[config.mk]
export PLATFORM = sky130hd
export DESIGN_NAME = seg_display_engine
export DESIGN_NICKNAME = d
export VERILOG_FILES = /design/src/rtl/seg_display_engine.sv
export SDC_FILE = /design/constraint.sdc
export NUM_CORES = 1
export LEC_CHECK = 0
export ABC_AREA = 1
export CORE_MARGIN = 4
export CORE_UTILIZATION = 58
export DETAILED_ROUTE_END_ITERATION = 16
export PLACE_DENSITY = 0.82
export SETUP_SLACK_MARGIN = 0.1
export SLEW_MARGIN = 20
export SYNTH_ARGS = -nofsm -noshare
export SYNTH_HDL_FRONTEND = slang
export SYNTH_SLANG_ARGS = --single-unit
[constraint.sdc]
create_clock -name clk -period 2.5 [get_ports clk]
set_input_delay 0.375 -clock clk [delete_from_list [all_inputs] [get_ports clk]]
set_output_delay 0.375 -clock clk [all_outputs]
set_load 0.1 [all_outputs]
[src/rtl/seg_display_engine.sv]
// seg_display_engine: N-digit multiplexed 7-segment driver.
// A latched value is converted to BCD with a one-bit-per-cycle double-dabble,
// or shown directly as hex nibbles. The scan adds overflow dashes,
// leading-zero blanking, decimal points, per-digit blink and PWM brightness.
module seg_display_engine #(
    parameter int NUM_DIGITS      = 4,
    parameter int BIN_WIDTH       = 16,
    parameter int REFRESH_DIVIDER = 100000,
    parameter int BRIGHT_BITS     = 4,
    parameter int BLINK_SCANS     = 125
) (
    input  logic                   clk,
    input  logic                   rst,
    input  logic [BIN_WIDTH-1:0]   value,
    input  logic                   load,
    input  logic                   hex_mode,
    input  logic                   blank_lz,
    input  logic [NUM_DIGITS-1:0]  dp_mask,
    input  logic [NUM_DIGITS-1:0]  blink_mask,
    input  logic [BRIGHT_BITS-1:0] brightness,
    output logic                   busy,
    output logic [6:0]             seg,
    output logic [NUM_DIGITS-1:0]  an,
    output logic                   dp
);

    localparam int DW      = 4 * NUM_DIGITS;
    localparam int SLOT_W  = (NUM_DIGITS > 1)      ? $clog2(NUM_DIGITS)      : 1;
    localparam int REF_W   = (REFRESH_DIVIDER > 1) ? $clog2(REFRESH_DIVIDER) : 1;
    localparam int FRAME_W = (BLINK_SCANS > 1)     ? $clog2(BLINK_SCANS)     : 1;
    localparam int CNT_W   = (BIN_WIDTH > 1)       ? $clog2(BIN_WIDTH)       : 1;
    localparam int EXT_W   = (BIN_WIDTH > DW)      ? BIN_WIDTH               : DW;

    typedef enum logic {IDLE, CONV} state_t;

    state_t               state, state_next;
    logic [BIN_WIDTH-1:0] bin_sr;
    logic [DW-1:0]        bcd, bcd_adj, bcd_next;
    logic                 conv_ovf, ovf_next;
    logic [CNT_W-1:0]     bit_cnt;
    logic                 conv_last;

    logic [DW-1:0]        disp_digits;
    logic                 disp_ovf;
    logic [EXT_W-1:0]     value_ext;
    logic                 hex_ovf;

    logic [REF_W-1:0]       ref_cnt;
    logic [SLOT_W-1:0]      slot;
    logic [FRAME_W-1:0]     frame_cnt;
    logic                   blink_on;
    logic [BRIGHT_BITS-1:0] pwm_cnt;

    logic [3:0]            cur_digit;
    logic                  cur_dp, cur_blink, upper_clear, lz_blank, anode_on;
    logic [NUM_DIGITS-1:0] an_sel, an_next;
    logic [6:0]            seg_next;
    logic                  dp_next;

    function automatic logic [6:0] glyph(input logic [3:0] n);
        case (n)
            4'h0: glyph = 7'b1000000;
            4'h1: glyph = 7'b1111001;
            4'h2: glyph = 7'b0100100;
            4'h3: glyph = 7'b0110000;
            4'h4: glyph = 7'b0011001;
            4'h5: glyph = 7'b0010010;
            4'h6: glyph = 7'b0000010;
            4'h7: glyph = 7'b1111000;
            4'h8: glyph = 7'b0000000;
            4'h9: glyph = 7'b0010000;
            4'hA: glyph = 7'b0001000;
            4'hB: glyph = 7'b0000011;
            4'hC: glyph = 7'b1000110;
            4'hD: glyph = 7'b0100001;
            4'hE: glyph = 7'b0000110;
            default: glyph = 7'b0001110;
        endcase
    endfunction

    assign busy      = (state == CONV);
    assign conv_last = (bit_cnt == CNT_W'(BIN_WIDTH - 1));
    assign value_ext = EXT_W'(value);
    // Any nonzero nibble beyond the display width is an overflow; missing nibbles are zero.
    assign hex_ovf   = (value_ext >> DW) != '0;

    // Conversion FSM state register.
    always_ff @(posedge clk) begin
        if (rst) state <= IDLE;
        else     state <= state_next;
    end

    // Next-state: decimal capture starts CONV, which lasts exactly BIN_WIDTH cycles.
    always_comb begin
        state_next = state;
        case (state)
            IDLE:    if (load && !hex_mode) state_next = CONV;
            CONV:    if (conv_last)         state_next = IDLE;
            default: state_next = IDLE;
        endcase
    end

    // One double-dabble step: add 3 to every digit >= 5, then shift in the next MSB.
    always_comb begin
        bcd_adj = bcd;
        for (int unsigned d = 0; d < NUM_DIGITS; d++) begin
            if (bcd[4*d +: 4] >= 4'd5) bcd_adj[4*d +: 4] = bcd[4*d +: 4] + 4'd3;
        end
        bcd_next = {bcd_adj[DW-2:0], bin_sr[BIN_WIDTH-1]};
        ovf_next = conv_ovf | bcd_adj[DW-1];
    end

    // Capture, conversion datapath and the atomically updated display register.
    always_ff @(posedge clk) begin
        if (rst) begin
            bin_sr      <= '0;
            bcd         <= '0;
            conv_ovf    <= 1'b0;
            bit_cnt     <= '0;
            disp_digits <= '0;
            disp_ovf    <= 1'b0;
        end else if (state == IDLE) begin
            if (load) begin
                if (hex_mode) begin
                    disp_digits <= value_ext[DW-1:0];
                    disp_ovf    <= hex_ovf;
                end else begin
                    bin_sr   <= value;
                    bcd      <= '0;
                    conv_ovf <= 1'b0;
                    bit_cnt  <= '0;
                end
            end
        end else begin
            bin_sr   <= bin_sr << 1;
            bcd      <= bcd_next;
            conv_ovf <= ovf_next;
            bit_cnt  <= bit_cnt + CNT_W'(1);
            if (conv_last) begin
                disp_digits <= bcd_next;
                disp_ovf    <= ovf_next;
            end
        end
    end

    // Refresh divider, slot index, frame counter, blink phase and PWM counter.
    always_ff @(posedge clk) begin
        if (rst) begin
            ref_cnt   <= '0;
            slot      <= '0;
            frame_cnt <= '0;
            blink_on  <= 1'b1;
            pwm_cnt   <= '0;
        end else begin
            pwm_cnt <= pwm_cnt + BRIGHT_BITS'(1);
            if (ref_cnt == REF_W'(REFRESH_DIVIDER - 1)) begin
                ref_cnt <= '0;
                if (slot == SLOT_W'(NUM_DIGITS - 1)) begin
                    slot <= '0;
                    if (frame_cnt == FRAME_W'(BLINK_SCANS - 1)) begin
                        frame_cnt <= '0;
                        blink_on  <= ~blink_on;
                    end else begin
                        frame_cnt <= frame_cnt + FRAME_W'(1);
                    end
                end else begin
                    slot <= slot + SLOT_W'(1);
                end
            end else begin
                ref_cnt <= ref_cnt + REF_W'(1);
            end
        end
    end

    // Per-slot decode: overflow, then blink, then leading-zero blank, then glyph.
    always_comb begin
        cur_digit   = '0;
        cur_dp      = 1'b0;
        cur_blink   = 1'b0;
        upper_clear = 1'b1;
        an_sel      = '0;
        for (int unsigned d = 0; d < NUM_DIGITS; d++) begin
            if (SLOT_W'(d) == slot) begin
                cur_digit = disp_digits[4*d +: 4];
                cur_dp    = dp_mask[d];
                cur_blink = blink_mask[d];
                an_sel[d] = 1'b1;
            end
            if (SLOT_W'(d) >= slot && (disp_digits[4*d +: 4] != 4'd0 || dp_mask[d]))
                upper_clear = 1'b0;
        end
        lz_blank = blank_lz && (slot != '0) && upper_clear;
        anode_on = (pwm_cnt <= brightness);

        seg_next = '1;
        an_next  = '1;
        dp_next  = 1'b1;
        if (disp_ovf) begin
            seg_next = 7'b0111111;
            if (anode_on) an_next = ~an_sel;
        end else if (!blink_on && cur_blink) begin
            seg_next = '1;
        end else if (lz_blank) begin
            seg_next = '1;
        end else begin
            seg_next = glyph(cur_digit);
            dp_next  = ~cur_dp;
            if (anode_on) an_next = ~an_sel;
        end
    end

    // Registered display pins.
    always_ff @(posedge clk) begin
        if (rst) begin
            seg <= '1;
            an  <= '1;
            dp  <= 1'b1;
        end else begin
            seg <= seg_next;
            an  <= an_next;
            dp  <= dp_next;
        end
    end

endmodule

Word level (Yosys, flattened, before mapping)
Memories as Yosys holds them, arrays and structs flattened.
Cells that the tools add are included.
- add/subtract/negate cells: 9
- magnitude comparators: 9
- eq/ne operators: 9
- mux-type cells: 56
- bitwise gates (word level): 6
- reductions and logical operators: 30
- operators by type and width (operator ; count):
    $mux 16 ; 10
    $mux 4 ; 15
    $mux 7 ; 4
    $mux 1 ; 25
    $add 17x1->17 const B ; 1
    $eq 17x17->1 const B ; 1
    $add 4x2->4 const B ; 4
    $ge 4x3->1 const B ; 4
    $reduce_bool 4->1 ; 4
    $add 4x1->4 const B ; 2
    $logic_and 1x1->1 ; 8
    $add 7x1->7 const B ; 1
    $eq 7x7->1 const B ; 1
    $reduce_and 2->1 ; 3
    $reduce_and 3->1 ; 2
    $reduce_bool 2->1 ; 3
    $eq 2x2->1 const A ; 2
    $eq 4x4->1 const B ; 1
    $ge 1x2->1 const A ; 2
    $ge 2x2->1 const A ; 2
    $le 4x4->1 ; 1
    $logic_or 1x1->1 ; 4
    $ne 2x1->1 const B ; 2
    $not 1->1 ; 4
    other kinds (11) ; 13
- register bits after elaboration: 98
- ROM bits: 112
- bits of input ports: 33
- output and inout port bits: 13
- memories: 1
- memory list (name ; words ; width ; rd ports ; clocked after memory_dff ; write ports ; RTL line ; text):
    (no name shown) ; 16 ; 7 ; 1 ; 0 ; 0 ; 61 ; case (n)

Depth between registers and ports, before layout
Gate-level depths: netlist of the first run.
- depth in word-level cells: 11
- gate-level depth with buffers: 16
- gate-level depth less buffers: 15

Worst setup path after synthesis of the first run
No wires, ideal clock.
- path kind: reg-to-reg
- start point: reg state (netlist: busy)
- end point: reg disp_digits[4]
- setup time: 0.117 ns
- arrival: 1.916 ns
- data required time: 2.383 ns
- setup slack: 0.467 ns
- cell stages (with the launch flop): 10
- clock period less this slack: 2.033 ns
- cell sequence: dfxtp_1 buf_4 inv_2 nand2_1 nand2_1 nand3_4 inv_2 buf_4 o21ai_0 nor2_1
- word-level cells in the longest chain between the ends: 2
- elaborated cells on any way between the ends: 5
- RTL lines (element ; RTL line ; text):
    start, declared ; 36 ; state_t state, state_next;
    start signal, assigned ; 90 ; else state <= state_next;
    $ne 2x1->1 (no source line) or $reduce_bool 2->1 (tied branches) ; n/a ;
    $reduce_and 3->1 (no source line) ; n/a ;
    end signal, assigned ; 125 ; disp_digits <= value_ext[DW-1:0];
    end signal, assigned ; 140 ; disp_digits <= bcd_next;
    end, declared ; 43 ; logic [DW-1:0] disp_digits;
Parallel ways exist; a longest one is shown, timed or not.
A chain may end at the register's enable or synchronous reset.

Worst setup path in the final report of the first run
- start point: reg slot[1]
- end point: reg seg[6]
- word-level cells in the longest chain between the ends: 10
- elaborated cells on any way between the ends: 32
- RTL lines (element ; RTL line ; text):
    start, declared ; 49 ; logic [SLOT_W-1:0] slot;
    start signal, assigned ; 167 ; slot <= slot + SLOT_W'(1);
    parallel branches: the longest is 8 deep, another holds $mem_v2 16x7 ; n/a ;
    $mux 7 * ; 201 ; end else if (!blink_on && cur_blink) begin
    $mux 7 * ; 198 ; if (disp_ovf) begin
    end signal, assigned ; 219 ; seg <= seg_next;
    end, declared ; 22 ; output logic [6:0] seg,
Every way passes the cells marked *.

==> summary.txt, run 1 <==
Status: finished clean
Max-Cap Viols: 0
Reg clk slew, reported paths: 0.09 ns
Final setup fails: 0
Max Clock Skew: 0.00719 ns
Latest clock arrival within the worst-skew pair: 0.36 ns
Routed Wire Length: 11900 µm
Setup crit start kind: flip-flop
Number of synthesis warnings: 0
RSZ-0062 raised after global routing: no
Slowest CP cell: dfxtp_1
Slowest stage delay, CP: 0.43 ns
Die W: 102 µm
Final hold vios: 0
Setup tns final: 0 ns
Core box area: 8680 µm²
Global-route wire length before repair: 20800 µm
WP data required: 2.75 ns
Row cnt: 34
Fillers: 733
Met2 WL post-DR: 5880 µm
Top Layer Used: met4
Hold WC Path Type: flip-flop to flip-flop
PwrDens: 540 nW/µm²
Tmin final: 2.17 ns
Number of DRC markers in iteration 0: 249
Top_reg_cell synth: dfxtp_1
Vias in the first global route: 4735
Slew HR: 0.621
All-Layer GR Usage: 0.242
CTS tree: done
Slew Viols, Final: 0
Crit Path Class: flip-flop to flip-flop
Area grow syn2layout: 13.8%
Largest net degree at the start of global routing: 35
Top delay family on crit path: simple AND/OR/NAND/NOR gates
Remaining antenna violation count: 0
M1 WL: 5310 µm
Peak supply drop: 0.000277 V
Worst Path Buf+Inv: 3
Grt total ovfl: 0
Post-CTS Setup Bufs: 0
IO Pins: 46
Final #Nets: 824
Worst-path fanout max: 9
CTS buffer count: 9
Mean Syn Cell Area: 7.14 µm²
Gpl congestion: 0.967
Starting Density: 0.593
Port-buffer cells: 45
Ys async rst share: 0
Longest Clk Path Bufs: 2
Seq/Total Area, Yosys: 0.381
Die Ht: 102 µm
DRC errors left: 0
First-pass detailed-route iteration total: 5
Static Leak: 2.52 nW
Vias: 4807
Vias/cell: 5.49
Mapped cell area: 5140 µm²
Syn Inst Count: 721
WL/cell: 13.6 µm
Die area: 10400 µm²
Crit-path cells: inv_1 -> ha_1 -> inv_2 -> nand2_1 -> o211ai_1 -> nand2_1 -> o21ai_2 -> inv_1 -> ha_1 -> nand3_1 -> nand2_1 -> nand2_1 -> nand2_1 -> nand2_1 -> nand2_1
Fmax: 460 MHz
CTS Root Cell: clkbuf_8
Post-synth EDFFs: 0
Most frequent cell on the critical path: nand2_1
Detail Route met3 WL: 587 µm
Post-synthesis register bit count: 98
Post-DP HPWL: 8910 µm
WHS: 0.455 ns
WP data arrival: 2.42 ns
Clock sinks: 98
CTS H-tree depth: 3
Antenna Cells: 0
Initial antenna violation count: 0
Layout cells sized above 1: 0.0926
Final Cycle Share: 0.870
Syn Nets: 782
Crit end category: flip-flop
Netlist cell types: 42
Tightest Pin Transition: 0.566 ns
## path summary, 6_finish.rpt
kind / startpoint / slack, ns / endpoint / depth (start not counted)
setup / recovery: slot[1]$_SDFFE_PP0N_ / 0.33 / seg[6]$_SDFF_PP1_ / 15
hold / removal: ref_cnt[0]$_SDFF_PP0_ / 0.45 / ref_cnt[0]$_SDFF_PP0_ / 1
setup reg to reg: slot[1]$_SDFFE_PP0N_ / 0.33 / seg[6]$_SDFF_PP1_ / 15
hold reg to reg: ref_cnt[0]$_SDFF_PP0_ / 0.45 / ref_cnt[0]$_SDFF_PP0_ / 1
## flip-flops by register name, indices dropped and copies added, names as in the netlist, 2 cells and up
register	cells
slot	2
disp_digits	16
pwm_cnt	4
bin_sr	16
frame_cnt	7
an	4
ref_cnt	17
bit_cnt	4
seg	7
bcd	16
## repair_timing
item / in CTS / in global routing
hold buffers: 0 / 0
endpoints found under the setup margin: 0 / 4
gates resized for setup: 0 / 3
## layer usage
layer | global-route usage | up-vias
met5 | 0 | -
met4 | 0.0696 | 0
met1 | 0.308 | 2219
met3 | 0.0403 | 18
met2 | 0.422 | 138
li1 | - | 2432
## layout by cell type, fill, tap and decap left out, drive strengths merged, types with 3 or more instances in the layout
cell,n
nand3,33
a311oi,3
o211ai,10
o21ai,53
a21oi,68
nand2,160
dfxtp,98
or2,6
clkdlybuf4s50,32
nor2,85
a31oi,11
xor2,12
ha,28
inv,93
nor3,13
nand4,11
clkbuf,12
clkinv,3
a211oi,3
buf,22
## layout make-up
type	count	area, µm²	share of cell area
tap	108	135	0.0231
sequential	98	1960	0.335
clock inverter	3	22.5	0.00385
multi-input combinational	507	2720	0.465
clock buffer	12	165	0.0282
timing repair buffer	54	498	0.0851
inverter	93	350	0.0599
## worst reg2reg max path, delay by kind of cell (launching register included)
kind            cells  cell delay (ns)
compound gates      2             0.21
fa+ha+maj           2             0.51
simple gates        8             0.53
flops               1             0.43
buf+inv             3             0.38
## through the flow
stage	total power, W	instance area [µm²]	utilization	setup slack (ns)	instances
after floorplan	0.00205	5140	-	0.467	721
after detailed placement	0.00221	5660	0.652	0.174	860
after CTS	0.00317	5850	0.674	0.174	875
final	0.00316	5850	0.674	0.325	875
after global routing	0.00330	5850	0.674	0.144	875
after global placement	0.00220	5660	0.652	0.336	860
## Yosys cell counts, types with 2 or more instances
cell,n,area [µm²]
a211oi_1,3,22.5
a21oi_1,68,340
a311oi_1,3,26.3
a31oi_1,11,68.8
buf_2,7,35.0
buf_4,4,30.0
clkbuf_1,9,33.8
dfxtp_1,98,1960
ha_1,28,350
inv_1,87,327
inv_2,5,18.8
nand2_1,153,574
nand2_2,7,43.8
nand3_1,31,155
nand4_1,9,56.3
nand4_2,2,25.0
nor2_1,80,300
nor2_2,2,12.5
nor2_4,3,33.8
nor3_1,10,50.1
nor3_2,2,20.0
o211ai_1,10,75.1
o21ai_0,51,255
o21ai_1,2,10.0
o221ai_1,2,17.5
o22ai_1,2,12.5
or2_2,5,31.3
xnor2_1,2,17.5
xor2_1,12,105
## power breakdown
part / internal, W / total, W / leakage [nW] / switching [W]
clock network: 0.000443 / 0.000982 / 0.0988 / 0.000540
logic: 0.000170 / 0.000509 / 1.62 / 0.000339
registers: 0.00163 / 0.00167 / 0.800 / 0.0000427
total: 0.00224 / 0.00316 / 2.52 / 0.000922
## kinds of logic (layout without fill, tap and decap cells)
| kind of cell | count (synthesis) | in the layout | share of synthesized area |
|---|---|---|---|
| xor+xnor | 14 | 14 | 0.0238 |
| fa+ha+maj | 28 | 28 | 0.0681 |
| simple gates | 311 | 311 | 0.269 |
| flops | 98 | 98 | 0.381 |
| compound gates | 154 | 154 | 0.166 |
| buf+inv | 116 | 162 | 0.0912 |
(Power assumes the default switching activity.)
==> inputs of run 2 (changes only) <==
--- a/config.mk
+++ b/config.mk
@@ -9,9 +9,11 @@
 export CORE_MARGIN = 4
 export CORE_UTILIZATION = 58
 export DETAILED_ROUTE_END_ITERATION = 16
+export GPL_ROUTABILITY_DRIVEN = 0
 export PLACE_DENSITY = 0.82
 export SETUP_SLACK_MARGIN = 0.1
 export SLEW_MARGIN = 20
 export SYNTH_ARGS = -nofsm -noshare
 export SYNTH_HDL_FRONTEND = slang
 export SYNTH_SLANG_ARGS = --single-unit
+export TNS_END_PERCENT = 1
==> run 2 against run 1 <==
Clock skew rose by 0.0065 ns. Clock-buffer cell count fell by 3. Worst setup slack got worse by 0.015 ns. Combinational power barely moved. Core utilization rose by 0.48 points. Die area did not move. Final area rose by 0.71%. Via count rose by 0.10%. Fmax fell by 0.67%. Sequential power barely moved. Flip-flop and latch count did not move. Wire length fell by 0.38%. Critical endpoint unchanged.
==> summary.txt, run 2 (synthesis gave the netlist of run 1 again) <==
Largest register FFs: 17 (unchanged)
Commonest non-fill, non-tap cells in the layout: nand2_1, dfxtp_1, inv_1
R2R Path Start: slot[1]$_SDFFE_PP0N_
Hold_buf cts: 0 (unchanged)
FF-to-FF End: seg[6]$_SDFF_PP1_
Hold WC Path Type: flip-flop to flip-flop
Final setup fails: 0 (unchanged)
Global-route wire length before repair: 20100 µm (-3.3%)
CTS Root Cell: clkbuf_8
Grt total ovfl: 0 (unchanged)
Latest clock arrival within the worst-skew pair: 0.37 ns (about the same)
Fmax: 457 MHz (-0.67%)
Hold Crit Depth: 1 (unchanged)
DRC errors left: 0 (unchanged)
Die W: 102 µm (unchanged)
Tmin final: 2.19 ns (+0.0146 ns)
Worst Slack Setup Final: 0.311 ns (-0.0146 ns)
Tot Pwr: 0.00340 W (+7.5%)
Row cnt: 34 (unchanged)
WHS: 0.455 ns (+0.0000350 ns)
Tightest Pin Transition: 0.581 ns (+0.0153 ns)
CTS H-tree depth: 3 (unchanged)
All-Layer GR Usage: 0.238 (-0.00428)
Crit-path cells: inv_1 -> ha_1 -> inv_2 -> nand2_1 -> o211ai_1 -> nand2_1 -> o21ai_2 -> inv_1 -> ha_1 -> nand3_1 -> nand2_1 -> nand2_1 -> nand2_1 -> nand2_1 -> nand2_1
Worst-path fanout max: 9 (unchanged)
Hold worst-path end: ref_cnt[0]$_SDFF_PP0_
CTS tree: done
Largest net degree at the start of global routing: 39 (+11%)
Setup tns final: 0 ns (unchanged)
Reg clk slew, reported paths: 0.09 ns (about the same)
CTS buffer count: 9 (unchanged)
Vias/cell: 5.51 (+0.22%)
WP data required: 2.75 ns (about the same)
Layout cells sized above 1: 0.0914 (-0.00118)
Final Cycle Share: 0.876 (+0.00584)
Max Clock Skew: 0.0137 ns (+0.00653 ns)
FF+latch area: 1960 µm² (unchanged)
Core box area: 8680 µm² (unchanged)
Area of the multi-input gates: 2720 µm² (unchanged)
Area grow syn2layout: 14.6%
Crit end category: flip-flop
Vias in the first global route: 4666 (-1.5%)
Die Ht: 102 µm (unchanged)
Hold path start: ref_cnt[0]$_SDFF_PP0_
Most flop-heavy register: ref_cnt
Top delay family on crit path: simple AND/OR/NAND/NOR gates
Max-Cap Viols: 0 (unchanged)
WP data arrival: 2.44 ns (+0.02 ns)
Flop2flop setup slack: 0.31 ns (about the same)
Most common cell after layout, fill and taps aside: nand2_1
Post-DP HPWL: 8790 µm (-1.3%)
First-pass detailed-route iteration total: 5 (unchanged)
WL/cell: 13.6 µm (-0.26%)
Number of DRC markers in iteration 0: 334 (+34%)
Fillers: 730 (-0.41%)
IO Pins: 46 (unchanged)
Worst Path Buf+Inv: 3 (unchanged)
Longest Clk Path Bufs: 2 (unchanged)
Placement Setup Slack: 0.181 ns (+0.00721 ns)
Final hold vios: 0 (unchanged)
Starting Density: 0.593 (unchanged)
Remaining antenna violation count: 0 (unchanged)
Routed Wire Length: 11900 µm (-0.38%)
Port-buffer cells: 45 (unchanged)
RSZ-0062 raised after global routing: yes
Peak supply drop: 0.000324 V (+17%)
FF-to-FF path depth: 15 (unchanged)
Setup crit start kind: flip-flop
Vias: 4812 (+0.10%)
Most frequent cell on the critical path: nand2_1
Clock sinks: 98 (unchanged)
PwrDens: 577 nW/µm² (+6.7%)
Status: finished clean
Crit Path Class: flip-flop to flip-flop
Static Leak: 2.54 nW (+0.66%)
Die area: 10400 µm² (unchanged)
Final #Nets: 823 (-0.12%)
Slew Viols, Final: 0 (unchanged)
Slew HR: 0.611 (-0.0102)
Slowest stage delay, CP: 0.45 ns (+0.02 ns)
Initial antenna violation count: 0 (unchanged)
Slowest CP cell: dfxtp_1
Antenna Cells: 0 (unchanged)
==> run 2: changes by cell type in the layout (fill, tap and decap cells not counted) <==
cell       before  now
clkinv_4        1    0
buf_4          21   20
bufinv_16       0    3
clkbuf_8       12    9
inv_6           1    2
==> run 2: report_power, final <==
group          internal, W  switching [W]  total, W
Combinational     0.000167       0.000342  0.000509
Clock             0.000665       0.000554   0.00122
Sequential         0.00163      0.0000432   0.00167
==> run 2: final cells by class <==
class | count | share of cell area
Clock buffer | 9 | 0.0210
Multi-Input combinational cell | 507 | 0.461
Tap cell | 108 | 0.0229
Sequential cell | 98 | 0.333
Clock inverter | 6 | 0.0191
Timing Repair Buffer | 53 | 0.0832
Inverter | 93 | 0.0594
==> run 2: metal layers <==
layer	track usage	wire, µm
met5	0	0
met4	0.0827	206
met3	0.0396	563
met2	0.428	5940
met1	0.285	5150
==> run 2: through the flow <==
stage | utilization | instance area (µm²) | std cells
floorplan | - | 5140 | 721
global placement | 0.651 | 5650 | 859
detailed placement | 0.651 | 5650 | 859
CTS | 0.678 | 5890 | 874
global route | 0.679 | 5890 | 874
finish | 0.679 | 5890 | 874
==> run 2: worst max path at each step <==
stage	start	endpoint	depth (start not counted)
2_1_floorplan	busy$_SDFF_PP0_	disp_digits[4]$_SDFFE_PP0P_	9
3_3_place_gp	slot[1]$_SDFFE_PP0N_	seg[6]$_SDFF_PP1_	15
3_5_place_dp	slot[1]$_SDFFE_PP0N_	seg[6]$_SDFF_PP1_	15
4_1_cts	slot[1]$_SDFFE_PP0N_	seg[6]$_SDFF_PP1_	15
5_1_grt	slot[1]$_SDFFE_PP0N_	seg[0]$_SDFF_PP1_	13
6_report	slot[1]$_SDFFE_PP0N_	seg[6]$_SDFF_PP1_	15
==> run 2: what timing repair did <==
item                       4_1_cts  5_1_grt
gates resized for setup          0        3
setup endpoints to repair        0        6
buffers inserted                 0        0
==> inputs of run 3 (changes only) <==
--- a/config.mk
+++ b/config.mk
@@ -6,6 +6,7 @@
 export NUM_CORES = 1
 export LEC_CHECK = 0
 export ABC_AREA = 1
+export ABC_CLOCK_PERIOD_IN_PS = 2500
 export CORE_MARGIN = 4
 export CORE_UTILIZATION = 58
 export DETAILED_ROUTE_END_ITERATION = 16
==> results of run 3 <==
The final DEF is identical to that of run 2; final timing and power are the same.
